$ cat src/rtl/hlsm_job_sequencer.sv
// hlsm_job_sequencer: queues operand triples in a small FIFO, issues them one
// at a time to a downstream HLSM, captures its results into a single output
// slot, and drops a job with a sticky error if the HLSM never answers.
module hlsm_job_sequencer #(
    parameter int DEPTH = 4,
    parameter int TMO   = 64
) (
    input  logic                      Clk,
    input  logic                      Rst,
    input  logic                      InValid,
    output logic                      InReady,
    input  logic signed [31:0]        InA,
    input  logic signed [31:0]        InB,
    input  logic signed [31:0]        InC,
    output logic                      HStart,
    output logic signed [31:0]        HA,
    output logic signed [31:0]        HB,
    output logic signed [31:0]        HC,
    input  logic                      HDone,
    input  logic signed [31:0]        HZ,
    input  logic signed [31:0]        HX,
    output logic                      OutValid,
    input  logic                      OutReady,
    output logic signed [31:0]        OutZ,
    output logic signed [31:0]        OutX,
    output logic [$clog2(DEPTH):0]    Count,
    output logic                      Busy,
    output logic                      Err
);

    localparam int AW = $clog2(DEPTH);
    localparam int CW = AW + 1;
    localparam int WW = $clog2(TMO + 1);

    localparam logic [1:0] sIdle  = 2'd0;
    localparam logic [1:0] sIssue = 2'd1;
    localparam logic [1:0] sWait  = 2'd2;

    logic [1:0]          state_q, state_d;
    logic [AW-1:0]       wr_ptr_q, rd_ptr_q;
    logic [CW-1:0]       count_q, count_d;
    logic [WW-1:0]       wd_q, wd_d;
    logic signed [31:0]  mem_a [DEPTH];
    logic signed [31:0]  mem_b [DEPTH];
    logic signed [31:0]  mem_c [DEPTH];
    logic signed [31:0]  ha_q, hb_q, hc_q;
    logic signed [31:0]  outz_q, outx_q;
    logic                out_valid_q;
    logic                err_q;

    logic push, pop, done_hit, timeout_hit;

    assign InReady     = (count_q < CW'(DEPTH));
    assign push        = InValid && InReady;
    // Issue is blocked while a result is pending, including the cycle it is
    // being consumed, so sIdle re-evaluates only once OutValid is low.
    assign pop         = (state_q == sIdle) && (count_q != '0) && !out_valid_q;
    assign done_hit    = (state_q == sWait) && HDone;
    assign timeout_hit = (state_q == sWait) && !HDone && (wd_q == WW'(TMO - 1));

    assign HStart   = (state_q == sIssue);
    assign Busy     = (state_q != sIdle);
    assign HA       = ha_q;
    assign HB       = hb_q;
    assign HC       = hc_q;
    assign OutValid = out_valid_q;
    assign OutZ     = outz_q;
    assign OutX     = outx_q;
    assign Count    = count_q;
    assign Err      = err_q;

    // Next-state, watchdog and occupancy logic.
    always_comb begin
        state_d = state_q;
        wd_d    = wd_q;
        count_d = count_q;
        case (state_q)
            sIdle:  if (pop) state_d = sIssue;
            sIssue: begin
                state_d = sWait;
                wd_d    = '0;
            end
            sWait: begin
                if (done_hit || timeout_hit) begin
                    state_d = sIdle;
                    wd_d    = '0;
                end else begin
                    wd_d = wd_q + 1'b1;
                end
            end
            default: state_d = sIdle;
        endcase
        case ({push, pop})
            2'b10:   count_d = count_q + 1'b1;
            2'b01:   count_d = count_q - 1'b1;
            default: count_d = count_q;
        endcase
    end

    // Control state, FIFO pointers, issued operands and result slot.
    always_ff @(posedge Clk) begin
        if (Rst) begin
            state_q     <= sIdle;
            wr_ptr_q    <= '0;
            rd_ptr_q    <= '0;
            count_q     <= '0;
            wd_q        <= '0;
            ha_q        <= '0;
            hb_q        <= '0;
            hc_q        <= '0;
            out_valid_q <= 1'b0;
            outz_q      <= '0;
            outx_q      <= '0;
            err_q       <= 1'b0;
        end else begin
            state_q <= state_d;
            wd_q    <= wd_d;
            count_q <= count_d;
            if (push) wr_ptr_q <= wr_ptr_q + 1'b1;
            if (pop) begin
                rd_ptr_q <= rd_ptr_q + 1'b1;
                ha_q     <= mem_a[rd_ptr_q];
                hb_q     <= mem_b[rd_ptr_q];
                hc_q     <= mem_c[rd_ptr_q];
            end
            if (out_valid_q && OutReady) begin
                out_valid_q <= 1'b0;
            end else if (done_hit) begin
                out_valid_q <= 1'b1;
                outz_q      <= HZ;
                outx_q      <= HX;
            end
            if (timeout_hit) err_q <= 1'b1;
        end
    end

    // Operand storage; contents need no reset since occupancy gates reads.
    always_ff @(posedge Clk) begin
        if (push) begin
            mem_a[wr_ptr_q] <= InA;
            mem_b[wr_ptr_q] <= InB;
            mem_c[wr_ptr_q] <= InC;
        end
    end

endmodule

$ cat config.mk
export PLATFORM = sky130hd
export DESIGN_NAME = hlsm_job_sequencer
export DESIGN_NICKNAME = d
export VERILOG_FILES = /design/src/rtl/hlsm_job_sequencer.sv
export SDC_FILE = /design/constraint.sdc
export NUM_CORES = 1
export LEC_CHECK = 0
export CORE_MARGIN = 8
export CORE_UTILIZATION = 30
export DETAILED_ROUTE_END_ITERATION = 16
export GPL_TIMING_DRIVEN = 0
export HOLD_SLACK_MARGIN = 0.08
export SETUP_SLACK_MARGIN = 0.5
export SLEW_MARGIN = 20
export SYNTH_ARGS = -nofsm -noshare
export SYNTH_HDL_FRONTEND = slang
export SYNTH_SLANG_ARGS = --single-unit
$ cat constraint.sdc
create_clock -name Clk -period 3.7 [get_ports Clk]
set_input_delay 0.925 -clock Clk [delete_from_list [all_inputs] [get_ports Clk]]
set_output_delay 0.925 -clock Clk [all_outputs]
set_load 0.02 [all_outputs]
==> impl_metrics.json <==
{
  "htree_levels": 2,
  "synth_top_area_share_pct": 56.8,
  "wl_per_cell_um": 20.4,
  "ys_seq_area_share_pct": 74.4,
  "nets": 1891,
  "path_buf_inv": 3,
  "setup_tns_ns": 0,
  "ys_types": 37,
  "hp-class": "register to register",
  "critPathTopFamily": "buffers and inverters",
  "synth_commonest_cells": "edfxtp_1 (384), nand2_1 (324), dfxtp_1 (178)",
  "finalWorstSetupSlack_ns": 0.679,
  "design_area_um2": 26900,
  "die_w_um": 276,
  "async_reset_ff_share_pct": 0,
  "synth.net_count": 1489,
  "grt_max_degree": 40,
  "finalSetupViolations": 0,
  "critical-path-max-stage-delay_ns": 0.65,
  "crit_path_start_kind": "register",
  "filler_cell_count": 6191,
  "period_share_pct": 81.6,
  "hold_start": "Err$_SDFFE_PP0P_",
  "cts_buffers": 60,
  "worst_pin_slew_ns": 0.845,
  "dp_hpwl_um": 36500,
  "firstDrtPassIters": 5,
  "r2r-end": "Count[2]$_SDFFE_PP0P_",
  "power_density_nw_per_um2": 737,
  "syn_area_um2": 20300,
  "grt_pass1_wl_um": 81000,
  "fmax_mhz": 331,
  "end_kind": "output pin",
  "dieArea_um2": 76200,
  "cap_viol_max_count": 0,
  "post-route-min-period_ns": 3.02,
  "grt-ovfl-total": 0,
  "crit_top_cell": "inv_1",
  "fp.dieH_um": 276,
  "postRouteAntennaNets": 0,
  "crit_arrival_ns": 2.10,
  "rr_startpoint": "state_q[0]$_SDFFE_PP0P_",
  "hold_viol": 0,
  "p_total_w": 0.0198,
  "synthTopCellsByArea": "edfxtp_1 (57%), dfxtp_1 (18%), mux4_2 (11%)",
  "placement_rows": 95,
  "cts.sinks": 562,
  "cts_setup_buffers": 0,
  "slew_viol_final": 0,
  "antenna_found_initial": 9,
  "syn2layout_area_growth_pct": 32.5,
  "clock_latency_ns": 0.61,
  "cp.depth": 4,
  "max-clock-path-buffers": 3,
  "synthMostInstantiatedCell": "edfxtp_1",
  "synthCells": 1313,
  "synth_edf_count": 384,
  "io_pins": 333,
  "cts-root-buf": "clkbuf_16",
  "slowest_stage": "clkdlybuf4s50_1",
  "finClkSkew_ns": 0.0220,
  "gr-usage-all-layers_pct": 13.8,
  "peakVddDrop_uv": 452,
  "synth.ff_latch_count": 562,
  "drt_iter0_drc": 596,
  "start_util_pct": 30.3,
  "avgViaCountPerCell": 4.57,
  "yosysWarningCount": 0,
  "cp.required_ns": 2.77,
  "p_leak_nw": 8.66,
  "portBuffers": 331,
  "place_congestion": 0.823,
  "drive_gt1_share_pct": 13.3,
  "path_max_fanout": 3,
  "cts.clk_slew.worst_paths_ns": 0.07,
  "slew_headroom_pct": 43.7,
  "drcViolationCount": 0,
  "syn_area_per_cell_um2": 15.5,
  "synth_top_area_cell": "edfxtp_1",
  "cts_tree": "done",
  "core_um2": 67000,
  "placed_cells": 2526,
  "totalWireLength_um": 53800,
  "dp_slack_ns": 0.368,
  "cp_cell_sequence": "inv_1 -> ha_1 -> inv_1 -> clkdlybuf4s50_1",
  "rsz0062_at_grt": "false",
  "grt_pass1_vias": 12900,
  "cts_hold_buffers": 0,
  "r2r_slack_ns": 0.80,
  "outcome": "complete, no violations",
  "worstSetupPathType": "register to output pin",
  "num_vias": 12100,
  "postPlaceCellArea_um2": 24900,
  "worstSetupEndpoint": "Busy",
  "ys.flop_type": "edfxtp_1",
  "reg2reg_depth": 11,
  "final_cells": 2641,
  "worstSetupStartpoint": "state_q[0]$_SDFFE_PP0P_"
}
-- per-layer routing --
metal	up-vias	share of wire, %	global-route usage (%)	wire [um]
met1	6007	41	16.6	22200
met3	74	7.3	4.61	3920
met4	10	1.8	3.27	948
li1	5631	-	-	-
met2	343	50	23.9	26600
met5	-	0.13	0	69
-- timing repair --
| item | 4_1_cts | 5_1_grt |
|---|---|---|
| endpoints found under the setup margin | 1 | 0 |
| endpoints found under the hold margin | 0 | 0 |
| resized for setup | 2 | 0 |
-- through the flow --
| stage | hold WS (ns) | utilization (%) |
|---|---|---|
| 4_1_cts | 0.453 | 40.1 |
| 3_5_place_dp | 0.443 | 37.2 |
| 2_1_floorplan | 0.423 | - |
| 6_report | 0.446 | 40.1 |
| 5_1_grt | 0.471 | 40.1 |
| 3_3_place_gp | 0.433 | 36.8 |
-- cells in the final DEF (no fill, tap or decap), types with 3 or more instances in the layout --
master and instances:
buf_6 9, buf_2 21, clkbuf_1 60, xor2_1 3, ha_1 10, o21ai_0 4
clkinv_4 3, a21oi_1 170, clkdlybuf4s50_1 331, clkbuf_8 11, nand2b_1 8, dfxtp_1 178
diode_2 3, inv_6 5, buf_12 4, mux4_2 96, nand2_1 324, clkbuf_16 61
nand3_1 3, edfxtp_1 384, and2_4 4, clkinv_1 8, buf_16 5, inv_1 12
nor2_1 14
-- cell type report --
| type | instances | area, um2 | area share [%] |
|---|---|---|---|
| diodes | 3 | 7.51 | 0.0279 |
| flip-flops and latches | 562 | 15100 | 56.1 |
| plain buffers | 77 | 388 | 1.44 |
| repair buffers | 340 | 3530 | 13.1 |
| clock buffers | 89 | 1740 | 6.48 |
| inverters | 13 | 51.3 | 0.191 |
| multi-input cells | 661 | 4780 | 17.8 |
| well taps | 873 | 1090 | 4.06 |
| clock inverters | 23 | 201 | 0.749 |
-- logic make-up (layout without fill, tap and decap cells) --
family                   after synthesis  in the layout  synth area share [%]
AO/OA/AOI/OAI                        181            181                  4.57
XOR/XNOR                               5              5                 0.216
adder cells (fa/ha/maj)               11             11                 0.715
buffers and inverters                 90            542                  2.15
flip-flops                           562            562                  74.4
multiplexers                          99             99                  10.8
other                                  0              3                     0
AND/OR/NAND/NOR                      365            365                  7.14
-- where the power goes --
group	switching (W)	internal, W
Clock	0.00246	0.00340
Sequential	0.000390	0.00770
Combinational	0.00333	0.00255
-- worst min-delay path, stage by stage (launching register included) --
cell and delay [ns]:
dfxtp_1 0.31, inv_1 0.04, a21oi_1 0.05
-- worst min path at each step --
stage / end / cells past startpoint
3_5_place_dp: Err$_SDFFE_PP0P_ / 2
4_1_cts: Err$_SDFFE_PP0P_ / 2
5_1_grt: HB[7]$_SDFFE_PP0P_ / 2
3_3_place_gp: wd_q[6]$_SDFFE_PP0P_ / 2
2_1_floorplan: wd_q[6]$_SDFFE_PP0P_ / 2
6_report: Err$_SDFFE_PP0P_ / 2
-- flip-flops by register name, summed over array words and instances, names as in the netlist --
name / count
mem_c: 128
OutValid: 1
OutX: 32
Err: 1
HB: 32
HA: 32
rd_ptr_q: 2
mem_a: 128
mem_b: 128
state_q: 2
Count: 3
HC: 32
OutZ: 32
wd_q: 7
wr_ptr_q: 2
No activity file was read; power rests on OpenSTA's default activity.
